==> config.mk <==
export PLATFORM = sky130hd
export DESIGN_NAME = spi_xfer_queue
export DESIGN_NICKNAME = d
export VERILOG_FILES = /design/src/rtl/spi_xfer_queue.sv
export SDC_FILE = /design/constraint.sdc
export NUM_CORES = 1
export LEC_CHECK = 0
export CAP_MARGIN = 0
export CORE_MARGIN = 1
export CORE_UTILIZATION = 40
export DETAILED_ROUTE_END_ITERATION = 10
export PLACE_DENSITY = 0.57
export SYNTH_ARGS = -nofsm -noshare
export SYNTH_HDL_FRONTEND = slang
export SYNTH_SLANG_ARGS = --single-unit
==> constraint.sdc <==
create_clock -name clk -period 6.7 [get_ports clk]
set_input_delay 1.34 -clock clk [delete_from_list [all_inputs] [get_ports clk]]
set_output_delay 1.34 -clock clk [all_outputs]
set_load 0.01 [all_outputs]
==> src/rtl/spi_xfer_queue.sv <==
// spi_xfer_queue
//   Byte-stream front end for spi_master, running on the same clock. The host
//   pushes bytes into a TX FIFO. For each queued byte the block pops it into a
//   holding register that drives spi_tx_byte and pulses spi_start for one
//   cycle. It then waits for spi_done and pushes spi_rx_byte into an RX FIFO,
//   which the host drains. The RX FIFO is first-word-fall-through.
//
// Build option:
//   SPI_QUEUE_GAP_EN - when defined, a GAP state holds the queue for
//                      GAP_CYCLES cycles after every spi_done, so the slave
//                      sees a chip-select deassert time. When undefined, the
//                      GAP state and its counter do not exist.
//
// Ports:
//   clk, rst          system clock; synchronous active-high reset
//   enable            1 = launch transfers from the TX FIFO, 0 = hold them
//   wr_en, wr_data    TX FIFO push (ignored while tx_full)
//   tx_full, tx_count TX FIFO status
//   rd_en, rd_data    RX FIFO pop / head (0 while empty)
//   rx_empty, rx_count RX FIFO status
//   rx_overflow       sticky flag for a received byte dropped on a full RX FIFO
//   ovf_clr           clears rx_overflow (a coincident drop wins)
//   idle              FSM in IDLE and TX FIFO empty
//   spi_start         one-cycle start pulse to the master
//   spi_tx_byte       byte to the master, held for the whole transfer
//   spi_rx_byte, spi_busy, spi_done  master feedback
module spi_xfer_queue #(
  parameter int DATA_WIDTH = 8,
  parameter int DEPTH      = 8,
  parameter int GAP_CYCLES = 4
) (
  input  logic                      clk,
  input  logic                      rst,
  input  logic                      enable,
  input  logic                      wr_en,
  input  logic [DATA_WIDTH-1:0]     wr_data,
  output logic                      tx_full,
  output logic [$clog2(DEPTH):0]    tx_count,
  input  logic                      rd_en,
  output logic [DATA_WIDTH-1:0]     rd_data,
  output logic                      rx_empty,
  output logic [$clog2(DEPTH):0]    rx_count,
  output logic                      rx_overflow,
  input  logic                      ovf_clr,
  output logic                      idle,
  output logic                      spi_start,
  output logic [DATA_WIDTH-1:0]     spi_tx_byte,
  input  logic [DATA_WIDTH-1:0]     spi_rx_byte,
  input  logic                      spi_busy,
  input  logic                      spi_done
);

  localparam int AW = $clog2(DEPTH);
  localparam int CW = AW + 1;

  if (DEPTH < 2 || (DEPTH & (DEPTH - 1)) != 0) begin : g_bad_depth
    $error("spi_xfer_queue: DEPTH must be a power of two >= 2");
  end
  if (GAP_CYCLES < 0) begin : g_bad_gap
    $error("spi_xfer_queue: GAP_CYCLES must be >= 0");
  end

  typedef enum logic [1:0] {
    IDLE,
    LAUNCH,
    WAIT_DONE
`ifdef SPI_QUEUE_GAP_EN
    , GAP
`endif
  } state_t;

  state_t state_q, state_d;
  logic   tx_pop;
  logic   rx_push;

  // ---------------- TX FIFO ----------------
  logic [DATA_WIDTH-1:0] tx_mem [DEPTH];
  logic [AW-1:0]         tx_wptr_q, tx_rptr_q;
  logic [CW-1:0]         tx_cnt_q;
  logic                  tx_push;

  assign tx_full  = (tx_cnt_q == CW'(DEPTH));
  assign tx_count = tx_cnt_q;
  assign tx_push  = wr_en & ~tx_full;

  always_ff @(posedge clk) begin
    if (rst) begin
      tx_wptr_q <= '0;
      tx_rptr_q <= '0;
      tx_cnt_q  <= '0;
    end else begin
      if (tx_push) tx_wptr_q <= tx_wptr_q + AW'(1);
      if (tx_pop)  tx_rptr_q <= tx_rptr_q + AW'(1);
      tx_cnt_q <= tx_cnt_q + CW'(tx_push) - CW'(tx_pop);
    end
  end

  always_ff @(posedge clk) begin
    if (tx_push) tx_mem[tx_wptr_q] <= wr_data;
  end

  // ---------------- RX FIFO ----------------
  logic [DATA_WIDTH-1:0] rx_mem [DEPTH];
  logic [AW-1:0]         rx_wptr_q, rx_rptr_q;
  logic [CW-1:0]         rx_cnt_q;
  logic                  rx_full, rx_pop, rx_wr, rx_drop;
  logic                  ovf_q, ovf_d;

  assign rx_full  = (rx_cnt_q == CW'(DEPTH));
  assign rx_empty = (rx_cnt_q == '0);
  assign rx_count = rx_cnt_q;
  assign rx_pop   = rd_en & ~rx_empty;
  // A pop in the same cycle frees the slot, so a push into a full FIFO is
  // only dropped when nothing is read.
  assign rx_wr    = rx_push & (~rx_full | rx_pop);
  assign rx_drop  = rx_push & rx_full & ~rx_pop;
  assign rd_data  = rx_empty ? '0 : rx_mem[rx_rptr_q];

  // Set has priority over clear so a drop is never lost.
  assign ovf_d       = rx_drop ? 1'b1 : (ovf_clr ? 1'b0 : ovf_q);
  assign rx_overflow = ovf_q;

  always_ff @(posedge clk) begin
    if (rst) begin
      rx_wptr_q <= '0;
      rx_rptr_q <= '0;
      rx_cnt_q  <= '0;
      ovf_q     <= 1'b0;
    end else begin
      if (rx_wr)  rx_wptr_q <= rx_wptr_q + AW'(1);
      if (rx_pop) rx_rptr_q <= rx_rptr_q + AW'(1);
      rx_cnt_q <= rx_cnt_q + CW'(rx_wr) - CW'(rx_pop);
      ovf_q    <= ovf_d;
    end
  end

  always_ff @(posedge clk) begin
    if (rx_wr) rx_mem[rx_wptr_q] <= spi_rx_byte;
  end

  // ---------------- Transfer FSM ----------------
  logic [DATA_WIDTH-1:0] tx_byte_q;

`ifdef SPI_QUEUE_GAP_EN
  localparam int GW = (GAP_CYCLES < 2) ? 1 : $clog2(GAP_CYCLES);
  logic [GW-1:0] gap_cnt_q, gap_cnt_d;
`endif

  always_comb begin
    state_d = state_q;
    tx_pop  = 1'b0;
    rx_push = 1'b0;
`ifdef SPI_QUEUE_GAP_EN
    gap_cnt_d = gap_cnt_q;
`endif
    case (state_q)
      IDLE: begin
        if (enable && (tx_cnt_q != '0) && !spi_busy) begin
          tx_pop  = 1'b1;
          state_d = LAUNCH;
        end
      end
      LAUNCH: state_d = WAIT_DONE;
      WAIT_DONE: begin
        if (spi_done) begin
          rx_push = 1'b1;
`ifdef SPI_QUEUE_GAP_EN
          if (GAP_CYCLES > 0) begin
            // Counter holds the cycles still to spend in GAP after this one.
            state_d   = GAP;
            gap_cnt_d = GW'(GAP_CYCLES - 1);
          end else begin
            state_d = IDLE;
          end
`else
          state_d = IDLE;
`endif
        end
      end
`ifdef SPI_QUEUE_GAP_EN
      GAP: begin
        if (gap_cnt_q == '0) state_d = IDLE;
        else                 gap_cnt_d = gap_cnt_q - GW'(1);
      end
`endif
      default: state_d = IDLE;
    endcase
  end

  always_ff @(posedge clk) begin
    if (rst) begin
      state_q   <= IDLE;
      tx_byte_q <= '0;
`ifdef SPI_QUEUE_GAP_EN
      gap_cnt_q <= '0;
`endif
    end else begin
      state_q <= state_d;
      if (tx_pop) tx_byte_q <= tx_mem[tx_rptr_q];
`ifdef SPI_QUEUE_GAP_EN
      gap_cnt_q <= gap_cnt_d;
`endif
    end
  end

  assign spi_start   = (state_q == LAUNCH);
  assign spi_tx_byte = tx_byte_q;
  assign idle        = (state_q == IDLE) && (tx_cnt_q == '0);

endmodule

==> metrics.md <==
| Metric | Value |
|---|---|
| Asr flop ratio synth | `0%` |
| Top FF cell, synth | `edfxtp_1` |
| Xor/xnor share of the synthesized area | `1.339%` |
| Latest clock arrival within the worst-skew pair | `0.42 ns` |
| Kind of cell adding the most delay to the critical path | `flip-flops` |
| Critical Path AT | `2.80 ns` |
| Inst Count DP | `632` |
| First-pass GRT wire length | `19.09 mm` |
| Final Util | `49.09%` |
| Synth Area in Adders | `3.672%` |
| Final ANT Viol Nets | `0` |
| Simple-gate portion of the synthesized area | `8.185%` |
| Slowest cell delay on critical path | `1.06 ns` |
| CTS H-tree lvls | `4` |
| Compound-Gate Fraction of Synth Area | `2.027%` |
| Sink Count | `162` |
| Final critical-path required period | `4.139 ns` |
| Vias in the first global route | `3402` |
| CTS resizes | `0` |
| Critical Path Fanout Max | `16` |
| RSZ-0062 raised after global routing | `no` |
| Maximum clock frequency | `241.6 MHz` |
| Root buf cell | `clkbuf_16` |
| Skew final | `0.006247 ns` |
| Synthesis warning total | `0` |
| P_leak | `2.563 nW` |
| Drt pass-1 iters | `4` |
| Share of cells above drive strength 1 | `17.59%` |
| Power per Cell Area | `361.5 nW/µm²` |
| Initial DRC Count | `167` |
| DRC Markers | `0` |
| Largest net degree at the start of global routing | `34` |
| Syn avg cell area | `17.45 µm²` |
| Setup violators final | `0` |
| WL met2 | `6.301 mm` |
| Worst slew margin | `23.13%` |
| Final slew viol count | `0` |
| CP Class | `reg -> out` |
| CTS tree | `done` |
| Detailed Route WL | `12.21 mm` |
| Hold_buf cts | `0` |
| Net count after synthesis | `417` |
| DR WL/cell | `18.37 µm` |
| Data required time at the worst endpoint | `5.36 ns` |
| Hpwl dp | `7.711 mm` |
| Peak VDD IR | `184.8 µV` |
| N_diodes | `0` |
| Initial antenna violation count | `0` |
| Worst Setup End Kind | `output port` |
| Non-Filler Instances | `665` |
| Total of max-cap violations | `0` |
| Placement Rows | `46` |
| Critical-path top delay cell | `dfxtp_1` |
| WP buf/inv | `1` |
| Die W | `129.9 µm` |
| Nets | `478` |
| Met3 Routed Length | `492 µm` |
| Grt total ovfl | `0` |
| GR Util All Layers | `15.98%` |
| CTS Buf Count | `17` |
| Mapped Cells | `375` |
| Io pins | `53` |
| Yosys cell types | `37` |
| Post-CTS Setup Bufs | `0` |
| Post-synth EDFFs | `128` |
| Initial Utilization | `41.04%` |
| Via/cell ratio | `5.083` |
| Multiplexer share of the synthesized area | `13.10%` |
| Top Layer Used | `met4` |
| Core area | `15940 µm²` |
| Worst slew pin tran | `1.144 ns` |
| CTS max path bufs | `2` |
| Final Hold Fails | `0` |
| Setup crit start kind | `flip-flop` |
| Setup TNS | `0 ns` |
| Synth Register Bits | `162` |
| Main combinational cell family by area after synthesis | `multiplexers` |
| Chip Height | `129.9 µm` |
| CTS clk-pin slew, worst paths | `0.06 ns` |
| Area growth from synthesis to layout | `19.62%` |
| Placer congestion estimate | `0.7468` |
| Status | `complete, no violations` |
| Final cycle utilization of the critical path | `61.78%` |
| Die area | `16870 µm²` |
| Netlist Area Pre-Place | `6543 µm²` |
| Via count | `3380` |
| # port buffers | `52` |
| Cells along the critical path | `mux4_2, mux2i_1, nor2_1, clkdlybuf4s50_1` |
| Post-synthesis sequential area ratio | `69.15%` |
| DRT met1 WL | `5.180 mm` |
| HP Class | `reg -> reg` |
[power by group]
| group | leakage (nW) | internal (W) | switching (W) |
|---|---|---|---|
| logic | 0.865 | 0.000376 | 0.000300 |
| clock network | 0.264 | 0.000514 | 0.000404 |
| registers | 1.43 | 0.00116 | 0.0000811 |
| total | 2.56 | 0.00204 | 0.000785 |
[kinds of logic (layout without fill, tap and decap cells)]
group	count (synthesis)	count (layout)
buf+inv	30	104
compound gates	18	18
mux	43	43
flops	162	162
simple gates	94	94
xor+xnor	10	10
fa+ha+maj	18	18
[cell usage in the layout (no fill, tap or decap), types with 2 or more instances in the layout]
cell and n:
clkinvlp_4 4, ha_1 16, xnor2_1 7, nand3b_1 2, clkbuf_16 17, edfxtp_1 128
o22ai_1 8, nor2b_1 7, buf_4 4, nor3b_1 4, nor2_1 43, mux4_2 25
inv_6 5, or3b_1 2, dfxtp_1 34, mux4_1 7, a21o_1 2, nor3_2 10
nand2_1 6, xor2_1 3, a21oi_1 5, fa_1 2, nand2b_1 5, nor3b_2 2
nand3_2 2, inv_1 15, mux2i_1 11, clkdlybuf4s50_1 52, nor3_1 3, clkinv_2 3
nand3_1 5
[synth_stat cells (3+ instances only)]
cell type  count  area (µm²)
mux2i_1       11       110.1
nand2b_1       5       31.28
edfxtp_1     128        3844
inv_1         15       56.30
xor2_1         3       26.28
mux4_2        25       563.0
ha_1          16       200.2
buf_2          3       15.01
a21oi_1        5       25.02
nand3_1        5       25.02
mux4_1         7       183.9
nor2_1        43       161.4
xnor2_1        7       61.31
buf_6          4       45.04
buf_1          3       11.26
dfxtp_1       34       680.7
nor3_1         5       25.02
o22ai_1        8       50.05
nand2_1        6       22.52
nor3b_1        4       30.03
nor3_2         8       80.08
nor2b_1        7       43.79
[flip-flops by register name, indices dropped and copies added (netlist names), named ones only]
| register | flops |
|---|---|
| rx_wptr_q | 3 |
| tx_wptr_q | 3 |
| rx_rptr_q | 3 |
| state_q | 2 |
| spi_tx_byte | 8 |
| rx_count | 4 |
| tx_rptr_q | 3 |
| rx_overflow | 1 |
| rx_mem | 64 |
| tx_mem | 64 |
| tx_count | 4 |
[final cells by class]
class | instances | area [µm²]
sequential | 162 | 4524
multi-input combinational | 183 | 1863
clock inverter | 15 | 131.4
timing repair buffer | 57 | 555.5
tap | 216 | 270.3
fill | 1374 | 8117
inverter | 15 | 56.30
clock buffer | 17 | 425.4
[per-stage QoR]
step,area [µm²],setup WS (ns),total power (W),hold WS (ns)
2_1_floorplan,6543,3.640,0.001693,0.4621
3_5_place_dp,7264,2.718,0.001949,0.4943
3_3_place_gp,7264,2.745,0.001932,0.4714
6_report,7826,2.561,0.002829,0.5053
4_1_cts,7821,2.443,0.002866,0.5091
5_1_grt,7826,2.286,0.002971,0.5346
[final timing paths]
kind                                                 from                   endpoint  slack [ns]  cells past startpoint
worst max-delay path                            flip-flop                 rd_data[6]        2.56                      4
worst min register to register  tx_wptr_q[0]$_SDFFE_PP0P_  tx_wptr_q[0]$_SDFFE_PP0P_        0.51                      2
worst max register to register     rx_count[2]$_SDFF_PP0_     rx_mem[5][7]$_DFFE_PP_        4.11                      6
worst min-delay path            tx_wptr_q[0]$_SDFFE_PP0P_  tx_wptr_q[0]$_SDFFE_PP0P_        0.51                      2
[worst reg2reg max path: stages (launching register included)]
cell      delay (ns)
dfxtp_1         0.33
inv_1           0.08
ha_1            0.20
nand2b_1        0.20
a31oi_4         0.31
nand2_1         0.15
nor3b_1         0.93
[per-layer routing]
| layer | track usage [%] | up-vias |
|---|---|---|
| li1 | - | 1560 |
| met1 | 18.95 | 1716 |
| met2 | 27.30 | 85 |
| met3 | 4.141 | 19 |
| met4 | 7.456 | 0 |
| met5 | 0 | - |
(Power assumes the default switching activity.)
